===== config.mk =====
export PLATFORM = sky130hd
export DESIGN_NAME = march_bist_ctrl_flat
export DESIGN_NICKNAME = d
export VERILOG_FILES = /design/src/rtl/march_bist_if.sv /design/src/rtl/march_bist_ctrl.sv /design/src/flat_wrapper.sv
export SDC_FILE = /design/constraint.sdc
export NUM_CORES = 1
export LEC_CHECK = 0
export CAP_MARGIN = 10
export CORE_MARGIN = 2
export CORE_UTILIZATION = 60
export CTS_BUF_LIST = sky130_fd_sc_hd__clkbuf_2 sky130_fd_sc_hd__clkbuf_4 sky130_fd_sc_hd__clkbuf_8
export CTS_CLUSTER_SIZE = 12
export DETAILED_ROUTE_END_ITERATION = 10
export PLACE_DENSITY_LB_ADDON = 0.3
export SLEW_MARGIN = 20
export SYNTH_ARGS = -nofsm -noshare
export SYNTH_HDL_FRONTEND = slang
export SYNTH_SLANG_ARGS = --single-unit

===== constraint.sdc =====
create_clock -name clk -period 6.4 [get_ports clk]
set_input_delay 0.64 -clock clk [delete_from_list [all_inputs] [get_ports clk]]
set_output_delay 0.64 -clock clk [all_outputs]
set_load 0.05 [all_outputs]

===== src/rtl/march_bist_if.sv =====
// March BIST controller bus.
// Groups the wrapper-side controls (start, mode, bg), the SRAM port
// (rdata in; addr, wdata, we, re out) and the status outputs
// (busy, done, fail, fail_addr, fail_elem, fail_count).
// master: environment side (wrapper registers + SRAM model).
// slave : the controller.
interface march_bist_if #(
  parameter int ADDR_W = 8,
  parameter int DATA_W = 4,
  parameter int CNT_W  = 8
);
  logic              start;
  logic [1:0]        mode;
  logic [DATA_W-1:0] bg;
  logic [DATA_W-1:0] rdata;
  logic [ADDR_W-1:0] addr;
  logic [DATA_W-1:0] wdata;
  logic              we;
  logic              re;
  logic              busy;
  logic              done;
  logic              fail;
  logic [ADDR_W-1:0] fail_addr;
  logic [2:0]        fail_elem;
  logic [CNT_W-1:0]  fail_count;

  modport master (
    output start, mode, bg, rdata,
    input  addr, wdata, we, re, busy, done, fail, fail_addr, fail_elem, fail_count
  );

  modport slave (
    input  start, mode, bg, rdata,
    output addr, wdata, we, re, busy, done, fail, fail_addr, fail_elem, fail_count
  );
endinterface


===== src/rtl/march_bist_ctrl.sv =====
// March-algorithm BIST controller for a single-port synchronous SRAM.
// Runs MATS+ (mode 0), March C- (mode 1) or March LR (mode 2) over all
// 2^ADDR_W addresses using a latched data background, compares read data
// two cycles after each read op and keeps sticky pass/fail status.
// Ports: clk, rst_n (async, active-low), bus (march_bist_if.slave):
//   start/mode/bg/rdata in; addr/wdata/we/re/busy/done/fail/fail_addr/
//   fail_elem/fail_count out. All outputs are registered.
module march_bist_ctrl #(
  parameter int ADDR_W = 8,
  parameter int DATA_W = 4,
  parameter int CNT_W  = 8
) (
  input  logic        clk,
  input  logic        rst_n,
  march_bist_if.slave bus
);

  localparam logic [1:0] S_IDLE  = 2'd0;
  localparam logic [1:0] S_RUN   = 2'd1;
  localparam logic [1:0] S_DRAIN = 2'd2;
  localparam logic [1:0] S_DONE  = 2'd3;

  // Op encoding {is_write, value}; value 0 = bg, 1 = ~bg.
  localparam logic [1:0] R0 = 2'b00;
  localparam logic [1:0] R1 = 2'b01;
  localparam logic [1:0] W0 = 2'b10;
  localparam logic [1:0] W1 = 2'b11;

  localparam logic [ADDR_W-1:0] ADDR_MAX = '1;

  typedef struct packed {
    logic       down;       // descending address order
    logic [1:0] last_op;    // index of the final op in the element
    logic       last_elem;  // final element of the algorithm
    logic [7:0] ops;        // op k lives in ops[2k+1:2k]
  } elem_t;

  function automatic elem_t mk(input logic dn, input logic [1:0] lo, input logic le,
                               input logic [1:0] o0, input logic [1:0] o1,
                               input logic [1:0] o2, input logic [1:0] o3);
    return '{dn, lo, le, {o3, o2, o1, o0}};
  endfunction

  function automatic elem_t elem_info(input logic [1:0] m, input logic [2:0] e);
    elem_t t;
    case ({m, e})
      // MATS+
      {2'd0, 3'd0}: t = mk(1'b0, 2'd0, 1'b0, W0, W0, W0, W0);
      {2'd0, 3'd1}: t = mk(1'b0, 2'd1, 1'b0, R0, W1, W0, W0);
      {2'd0, 3'd2}: t = mk(1'b1, 2'd1, 1'b1, R1, W0, W0, W0);
      // March C-
      {2'd1, 3'd0}: t = mk(1'b0, 2'd0, 1'b0, W0, W0, W0, W0);
      {2'd1, 3'd1}: t = mk(1'b0, 2'd1, 1'b0, R0, W1, W0, W0);
      {2'd1, 3'd2}: t = mk(1'b0, 2'd1, 1'b0, R1, W0, W0, W0);
      {2'd1, 3'd3}: t = mk(1'b1, 2'd1, 1'b0, R0, W1, W0, W0);
      {2'd1, 3'd4}: t = mk(1'b1, 2'd1, 1'b0, R1, W0, W0, W0);
      {2'd1, 3'd5}: t = mk(1'b0, 2'd0, 1'b1, R0, W0, W0, W0);
      // March LR
      {2'd2, 3'd0}: t = mk(1'b0, 2'd0, 1'b0, W0, W0, W0, W0);
      {2'd2, 3'd1}: t = mk(1'b1, 2'd1, 1'b0, R0, W1, W0, W0);
      {2'd2, 3'd2}: t = mk(1'b0, 2'd3, 1'b0, R1, W0, R0, W1);
      {2'd2, 3'd3}: t = mk(1'b0, 2'd1, 1'b0, R1, W0, W0, W0);
      {2'd2, 3'd4}: t = mk(1'b0, 2'd3, 1'b0, R0, W1, R1, W0);
      {2'd2, 3'd5}: t = mk(1'b0, 2'd0, 1'b1, R0, W0, W0, W0);
      default:      t = mk(1'b0, 2'd0, 1'b1, W0, W0, W0, W0);
    endcase
    return t;
  endfunction

  function automatic logic elem_down(input logic [1:0] m, input logic [2:0] e);
    elem_t t;
    t = elem_info(m, e);
    return t.down;
  endfunction

  function automatic logic [DATA_W-1:0] bg_word(input logic v, input logic [DATA_W-1:0] b);
    return v ? ~b : b;
  endfunction

  function automatic logic [CNT_W-1:0] sat_inc(input logic [CNT_W-1:0] c);
    return (&c) ? c : c + CNT_W'(1);
  endfunction

  logic [1:0]        state;
  logic              drain_cnt;
  logic [1:0]        mode_q;
  logic [DATA_W-1:0] bg_q;
  logic [2:0]        elem;
  logic [1:0]        op_idx;
  logic [ADDR_W-1:0] addr_cnt;

  elem_t             cur;
  logic [1:0]        cur_op;
  logic              at_term;
  logic              nxt_down;
  logic              accept;

  always_comb begin
    cur      = elem_info(mode_q, elem);
    cur_op   = cur.ops[{op_idx, 1'b0} +: 2];
    at_term  = cur.down ? (addr_cnt == '0) : (addr_cnt == ADDR_MAX);
    nxt_down = elem_down(mode_q, elem + 3'd1);
    accept   = (state == S_IDLE) && bus.start;
  end

  // Sequencer: counters, FSM and registered SRAM strobes
  always_ff @(posedge clk or negedge rst_n) begin
    if (!rst_n) begin
      state     <= S_IDLE;
      drain_cnt <= 1'b0;
      mode_q    <= '0;
      bg_q      <= '0;
      elem      <= '0;
      op_idx    <= '0;
      addr_cnt  <= '0;
      bus.addr  <= '0;
      bus.wdata <= '0;
      bus.we    <= 1'b0;
      bus.re    <= 1'b0;
      bus.busy  <= 1'b0;
      bus.done  <= 1'b0;
    end else begin
      bus.addr  <= '0;
      bus.wdata <= '0;
      bus.we    <= 1'b0;
      bus.re    <= 1'b0;
      bus.done  <= 1'b0;
      case (state)
        S_IDLE: begin
          bus.busy <= 1'b0;
          if (bus.start) begin
            mode_q   <= bus.mode;
            bg_q     <= bus.bg;
            elem     <= '0;
            op_idx   <= '0;
            addr_cnt <= '0;
            // Illegal mode enters the last drain step so done follows one
            // cycle later without ever touching memory.
            if (bus.mode == 2'd3) begin
              state     <= S_DRAIN;
              drain_cnt <= 1'b1;
            end else begin
              state <= S_RUN;
            end
          end
        end
        S_RUN: begin
          bus.busy  <= 1'b1;
          bus.addr  <= addr_cnt;
          bus.we    <= cur_op[1];
          bus.re    <= ~cur_op[1];
          bus.wdata <= cur_op[1] ? bg_word(cur_op[0], bg_q) : '0;
          if (op_idx == cur.last_op) begin
            op_idx <= '0;
            if (at_term) begin
              if (cur.last_elem) begin
                state     <= S_DRAIN;
                drain_cnt <= 1'b0;
              end else begin
                elem     <= elem + 3'd1;
                addr_cnt <= nxt_down ? ADDR_MAX : '0;
              end
            end else begin
              addr_cnt <= cur.down ? addr_cnt - ADDR_W'(1) : addr_cnt + ADDR_W'(1);
            end
          end else begin
            op_idx <= op_idx + 2'd1;
          end
        end
        S_DRAIN: begin
          if (drain_cnt) begin
            bus.busy <= 1'b0;
            bus.done <= 1'b1;
            state    <= S_DONE;
          end else begin
            bus.busy  <= 1'b1;
            drain_cnt <= 1'b1;
          end
        end
        default: begin
          bus.busy <= 1'b0;
          state    <= S_IDLE;
        end
      endcase
    end
  end

  // Compare pipe, stage p0: entry issued alongside the op; writes are bubbles
  logic              vld_p0, vld_p1;
  logic [DATA_W-1:0] exp_p0, exp_p1;
  logic [ADDR_W-1:0] addr_p0, addr_p1;
  logic [2:0]        elem_p0, elem_p1;

  always_ff @(posedge clk or negedge rst_n) begin
    if (!rst_n) begin
      vld_p0 <= 1'b0;
      vld_p1 <= 1'b0;
    end else begin
      vld_p0 <= (state == S_RUN) && !cur_op[1];
      vld_p1 <= vld_p0;
    end
  end

  always_ff @(posedge clk) begin
    exp_p0  <= bg_word(cur_op[0], bg_q);
    addr_p0 <= addr_cnt;
    elem_p0 <= elem;
    // Stage p1: SRAM samples the read; rdata is valid at the next edge
    exp_p1  <= exp_p0;
    addr_p1 <= addr_p0;
    elem_p1 <= elem_p0;
  end

  // Stage p2: compare against rdata and update sticky status
  always_ff @(posedge clk or negedge rst_n) begin
    if (!rst_n) begin
      bus.fail       <= 1'b0;
      bus.fail_addr  <= '0;
      bus.fail_elem  <= '0;
      bus.fail_count <= '0;
    end else if (accept) begin
      bus.fail       <= (bus.mode == 2'd3);
      bus.fail_addr  <= '0;
      bus.fail_elem  <= '0;
      bus.fail_count <= '0;
    end else if (vld_p1 && (bus.rdata != exp_p1)) begin
      bus.fail       <= 1'b1;
      bus.fail_count <= sat_inc(bus.fail_count);
      if (!bus.fail) begin
        bus.fail_addr <= addr_p1;
        bus.fail_elem <= elem_p1;
      end
    end
  end

endmodule


===== src/flat_wrapper.sv =====
// flat-port wrapper written by rule: the top's interface ports become plain ports
module march_bist_ctrl_flat 
#(
  parameter int ADDR_W = 8,
  parameter int DATA_W = 4,
  parameter int CNT_W  = 8
)
  (clk, rst_n, bus_start, bus_mode, bus_bg, bus_rdata, bus_addr, bus_wdata, bus_we, bus_re, bus_busy, bus_done, bus_fail, bus_fail_addr, bus_fail_elem, bus_fail_count);
  march_bist_if #(.ADDR_W(ADDR_W), .DATA_W(DATA_W), .CNT_W(CNT_W)) bus_i ();
  input  logic clk;
  input  logic rst_n;
  input wire logic [$bits(bus_i.start)-1:0] bus_start;
  input wire logic [$bits(bus_i.mode)-1:0] bus_mode;
  input wire logic [$bits(bus_i.bg)-1:0] bus_bg;
  input wire logic [$bits(bus_i.rdata)-1:0] bus_rdata;
  output wire logic [$bits(bus_i.addr)-1:0] bus_addr;
  output wire logic [$bits(bus_i.wdata)-1:0] bus_wdata;
  output wire logic [$bits(bus_i.we)-1:0] bus_we;
  output wire logic [$bits(bus_i.re)-1:0] bus_re;
  output wire logic [$bits(bus_i.busy)-1:0] bus_busy;
  output wire logic [$bits(bus_i.done)-1:0] bus_done;
  output wire logic [$bits(bus_i.fail)-1:0] bus_fail;
  output wire logic [$bits(bus_i.fail_addr)-1:0] bus_fail_addr;
  output wire logic [$bits(bus_i.fail_elem)-1:0] bus_fail_elem;
  output wire logic [$bits(bus_i.fail_count)-1:0] bus_fail_count;
  assign bus_i.start = bus_start;
  assign bus_i.mode = bus_mode;
  assign bus_i.bg = bus_bg;
  assign bus_i.rdata = bus_rdata;
  assign bus_addr = bus_i.addr;
  assign bus_wdata = bus_i.wdata;
  assign bus_we = bus_i.we;
  assign bus_re = bus_i.re;
  assign bus_busy = bus_i.busy;
  assign bus_done = bus_i.done;
  assign bus_fail = bus_i.fail;
  assign bus_fail_addr = bus_i.fail_addr;
  assign bus_fail_elem = bus_i.fail_elem;
  assign bus_fail_count = bus_i.fail_count;
  march_bist_ctrl #(.ADDR_W(ADDR_W), .DATA_W(DATA_W), .CNT_W(CNT_W)) u_core (.clk(clk), .rst_n(rst_n), .bus(bus_i));
endmodule

==> results.md <==
* Peak Freq at 320 MHz
* CTS clk-pin slew, worst paths at 0.09 ns
* Via count at 2823
* Post-route ant nets at 0
* Crit path time final at 3.13 ns
* Most frequent cells in the layout: dfrtp_1 (59), clkdlybuf4s50_1 (47), dfxtp_1 (30), nor2_1 (29), nand2_1 (21)
* IO Pins at 49
* CTS resizes at 0
* Vias per cell at 5.78
* Area leader, netlist: dfrtp_1
* Post-route setup TNS at 0 ns
* Most used DFF post-synth: dfrtp_1
* First-pass GRT wire length at 13.5 mm
* Clock Latency Late Sink at 0.36 ns
* Fin util at 73.6%
* Worst vdd ir at 305 uV
* LEAKAGE at 0.00207 uW
* Syn Area/Cell at 11.1 um^2
* CTS sink cnt at 89
* R2r setup slk at 3.27 ns
* Fillers at 429
* Final period util at 48.9%
* Port buffer count at 48
* Clock buffer count from CTS at 9
* EDFF count, synth at 0
* TritonCTS clock tree: built
* Gr ovfl total at 0
* DRT Wirelength at 8.17 mm
* Bufs on Longest Clock Path at 2
* Setup crit start: u_core.elem[1]
* Worst setup path endpoint: u_core.addr_cnt[7]
* Post-synthesis cell type count at 58
* CP required at 6.67 ns
* Vias in the first global route at 2723
* Setup CP Type: flop to flop
* Max Transition Viols Final at 0
* Max Cap Viol at 0
* Slew HR at 40.0%
* Most common cell after layout, fill and taps aside: dfrtp_1
* DR WL/cell at 16.7 um
* Number of setup buffers added after CTS at 0
* Die Y-Extent at 85.6 um
* Layout cells sized above 1 at 9.00%
* Status: completed
* Final hold vios at 0
* H-tree Lvls at 3
* CP Launch Type: flop
* Hold crit path type: flop to flop
* Final setup skew at 0.0103 ns
* Worst reg2reg startpoint: u_core.elem[1]
* Critical path capture point type: flop
* Clk root buf: clkbuf_8
* Cell Area, Synth at 4000 um^2
* CTS Hold Bufs at 0
* DPL Wire Length at 5.44 mm
* Core area at 6390 um^2
* FP Rows at 29
* Crit Path Max Fanout at 9
* Finish-stage setup viols at 0
* DRC violations left at 0
* RSZ-0062 raised after global routing: false
* Reg-to-Reg End: u_core.addr_cnt[7]
* Post-Syn Nets at 392
* Cells after synthesis at 360
* GPL Wtd Cong at 0.938
* Initial antenna violation count at 0
* Yosys top cell area share at 36.9%
* Top cells by area, synth: dfrtp_1 (37%), dfxtp_1 (15%), ha_1 (5.6%)
* Post-synthesis register bit count at 89
* Largest net degree at the start of global routing at 60
* Post-layout net count at 438
* Initial DRC Count at 125
* Register area share after synthesis at 52.0%
* Diode count at 0
* Synth warn at 0
* Die span in x at 85.6 um
* Pwr Density at 458 nW/um^2
* Reg2reg path depth at 11
* Worst-Margin Slew at 0.888 ns
* Initial Util at 62.6%
* Ys async rst share at 66.3%
* WP data arrival at 3.40 ns
* Die ar. at 7330 um^2
* All-Layer GR Usage at 23.6%
* Area growth syn-to-layout at 17.6%
* Pre-Repair DR Iteration Count at 4
[through the flow]
| stage | instance area [um^2] | power (uW) | instances | setup slack [ns] | hold WS (ns) |
|---|---|---|---|---|---|
| 5_1_grt | 4700 | 2290 | 488 | 3.10 | 0.336 |
| 4_1_cts | 4690 | 2150 | 488 | 3.28 | 0.329 |
| 3_5_place_dp | 4500 | 1780 | 472 | 3.37 | 0.313 |
| 6_report | 4700 | 2150 | 488 | 3.27 | 0.326 |
| 2_1_floorplan | 4000 | 1550 | 360 | 3.66 | 0.310 |
| 3_3_place_gp | 4500 | 1740 | 472 | 3.42 | 0.311 |
[critical path: stages (launching register included)]
cell and delay (ns):
dfrtp_1 0.51, inv_1 0.16, ha_1 0.30, mux2_2 0.30, a22o_4 0.28, ha_1 0.31, a21oi_1 0.21, o211ai_1 0.18
o41ai_1 0.34, xnor2_1 0.13, o21a_1 0.18, o211ai_1 0.14
[worst min path at each step]
| stage | from | end | slack (ns) | cells after the start |
|---|---|---|---|---|
| after detailed placement | u_core.addr_p0[1] | u_core.addr_p1[1] | 0.31 | 0 |
| after global routing | u_core.elem_p0[1] | u_core.elem_p1[1] | 0.34 | 0 |
| after floorplan | u_core.addr_p0[0] | u_core.addr_p1[0] | 0.31 | 0 |
| final | u_core.elem_p0[1] | u_core.elem_p1[1] | 0.33 | 0 |
| after CTS | u_core.elem_p0[1] | u_core.elem_p1[1] | 0.33 | 0 |
| after global placement | u_core.exp_p0[3] | u_core.exp_p1[3] | 0.31 | 0 |
[logic make-up (layout without fill, tap and decap cells)]
family / Yosys count / in the layout / synth area share [%]
flip-flops: 89 / 89 / 52.0
adder cells (fa/ha/maj): 19 / 19 / 6.14
XOR/XNOR: 22 / 22 / 4.82
AND/OR/NAND/NOR: 111 / 111 / 14.5
multiplexers: 17 / 17 / 4.98
buffers and inverters: 26 / 77 / 2.97
AO/OA/AOI/OAI: 76 / 76 / 14.6
[registers in the layout, summed over array words and instances, names as in the netlist, 4 cells and up]
register,count
u_core.addr_p0,8
u_core.addr_p1,8
u_core.bus.fail_count,8
u_core.bus.addr,8
u_core.exp_p0,4
u_core.exp_p1,4
u_core.bg_q,4
u_core.addr_cnt,8
u_core.bus.fail_addr,8
u_core.bus.wdata,4
[layout make-up]
class | instances | area (um^2) | area share [%]
Multi-Input combinational cell | 245 | 1810 | 38.4
Sequential cell | 89 | 2080 | 44.2
Timing Repair Buffer | 49 | 483 | 10.3
Tap cell | 77 | 96.3 | 2.05
Inverter | 12 | 45.0 | 0.958
Clock inverter | 7 | 68.8 | 1.46
Clock buffer | 9 | 124 | 2.64
[synth_stat cells (all sizes together) (2+ instances only)]
| library cell | instances |
|---|---|
| o31ai | 2 |
| a21oi | 8 |
| nand2 | 21 |
| nor4 | 3 |
| and3 | 5 |
| and2 | 8 |
| nor3 | 5 |
| xor2 | 18 |
| a22o | 13 |
| or2 | 2 |
| a31oi | 5 |
| nand2b | 7 |
| dfxtp | 30 |
| o211ai | 3 |
| nand3 | 5 |
| nor3b | 2 |
| inv | 11 |
| o21a | 5 |
| nand4 | 7 |
| clkbuf | 8 |
| nor2b | 11 |
| nor2 | 29 |
| o21ai | 14 |
| dfrtp | 59 |
| buf | 6 |
| o2bb2ai | 6 |
| a311oi | 2 |
| xnor2 | 4 |
| or4 | 2 |
| o21bai | 3 |
| mux2 | 10 |
| o41ai | 5 |
| mux2i | 7 |
| o211a | 3 |
| ha | 18 |
| o22ai | 2 |
[routing by layer]
metal  vias up  GRT usage, %  wire length [um]
met2        58          38.6              3980
met4         0          6.49               116
met1      1380          32.3              3750
met5         -             0                 0
li1       1375             -                 -
met3        10          5.00               317
[power breakdown]
group          switching, uW  internal, uW  total, uW
clock                    218           153        371
sequential               136           713        849
combinational            562           372        935
total                    916          1240       2150
No activity file was read; power rests on OpenSTA's default activity.
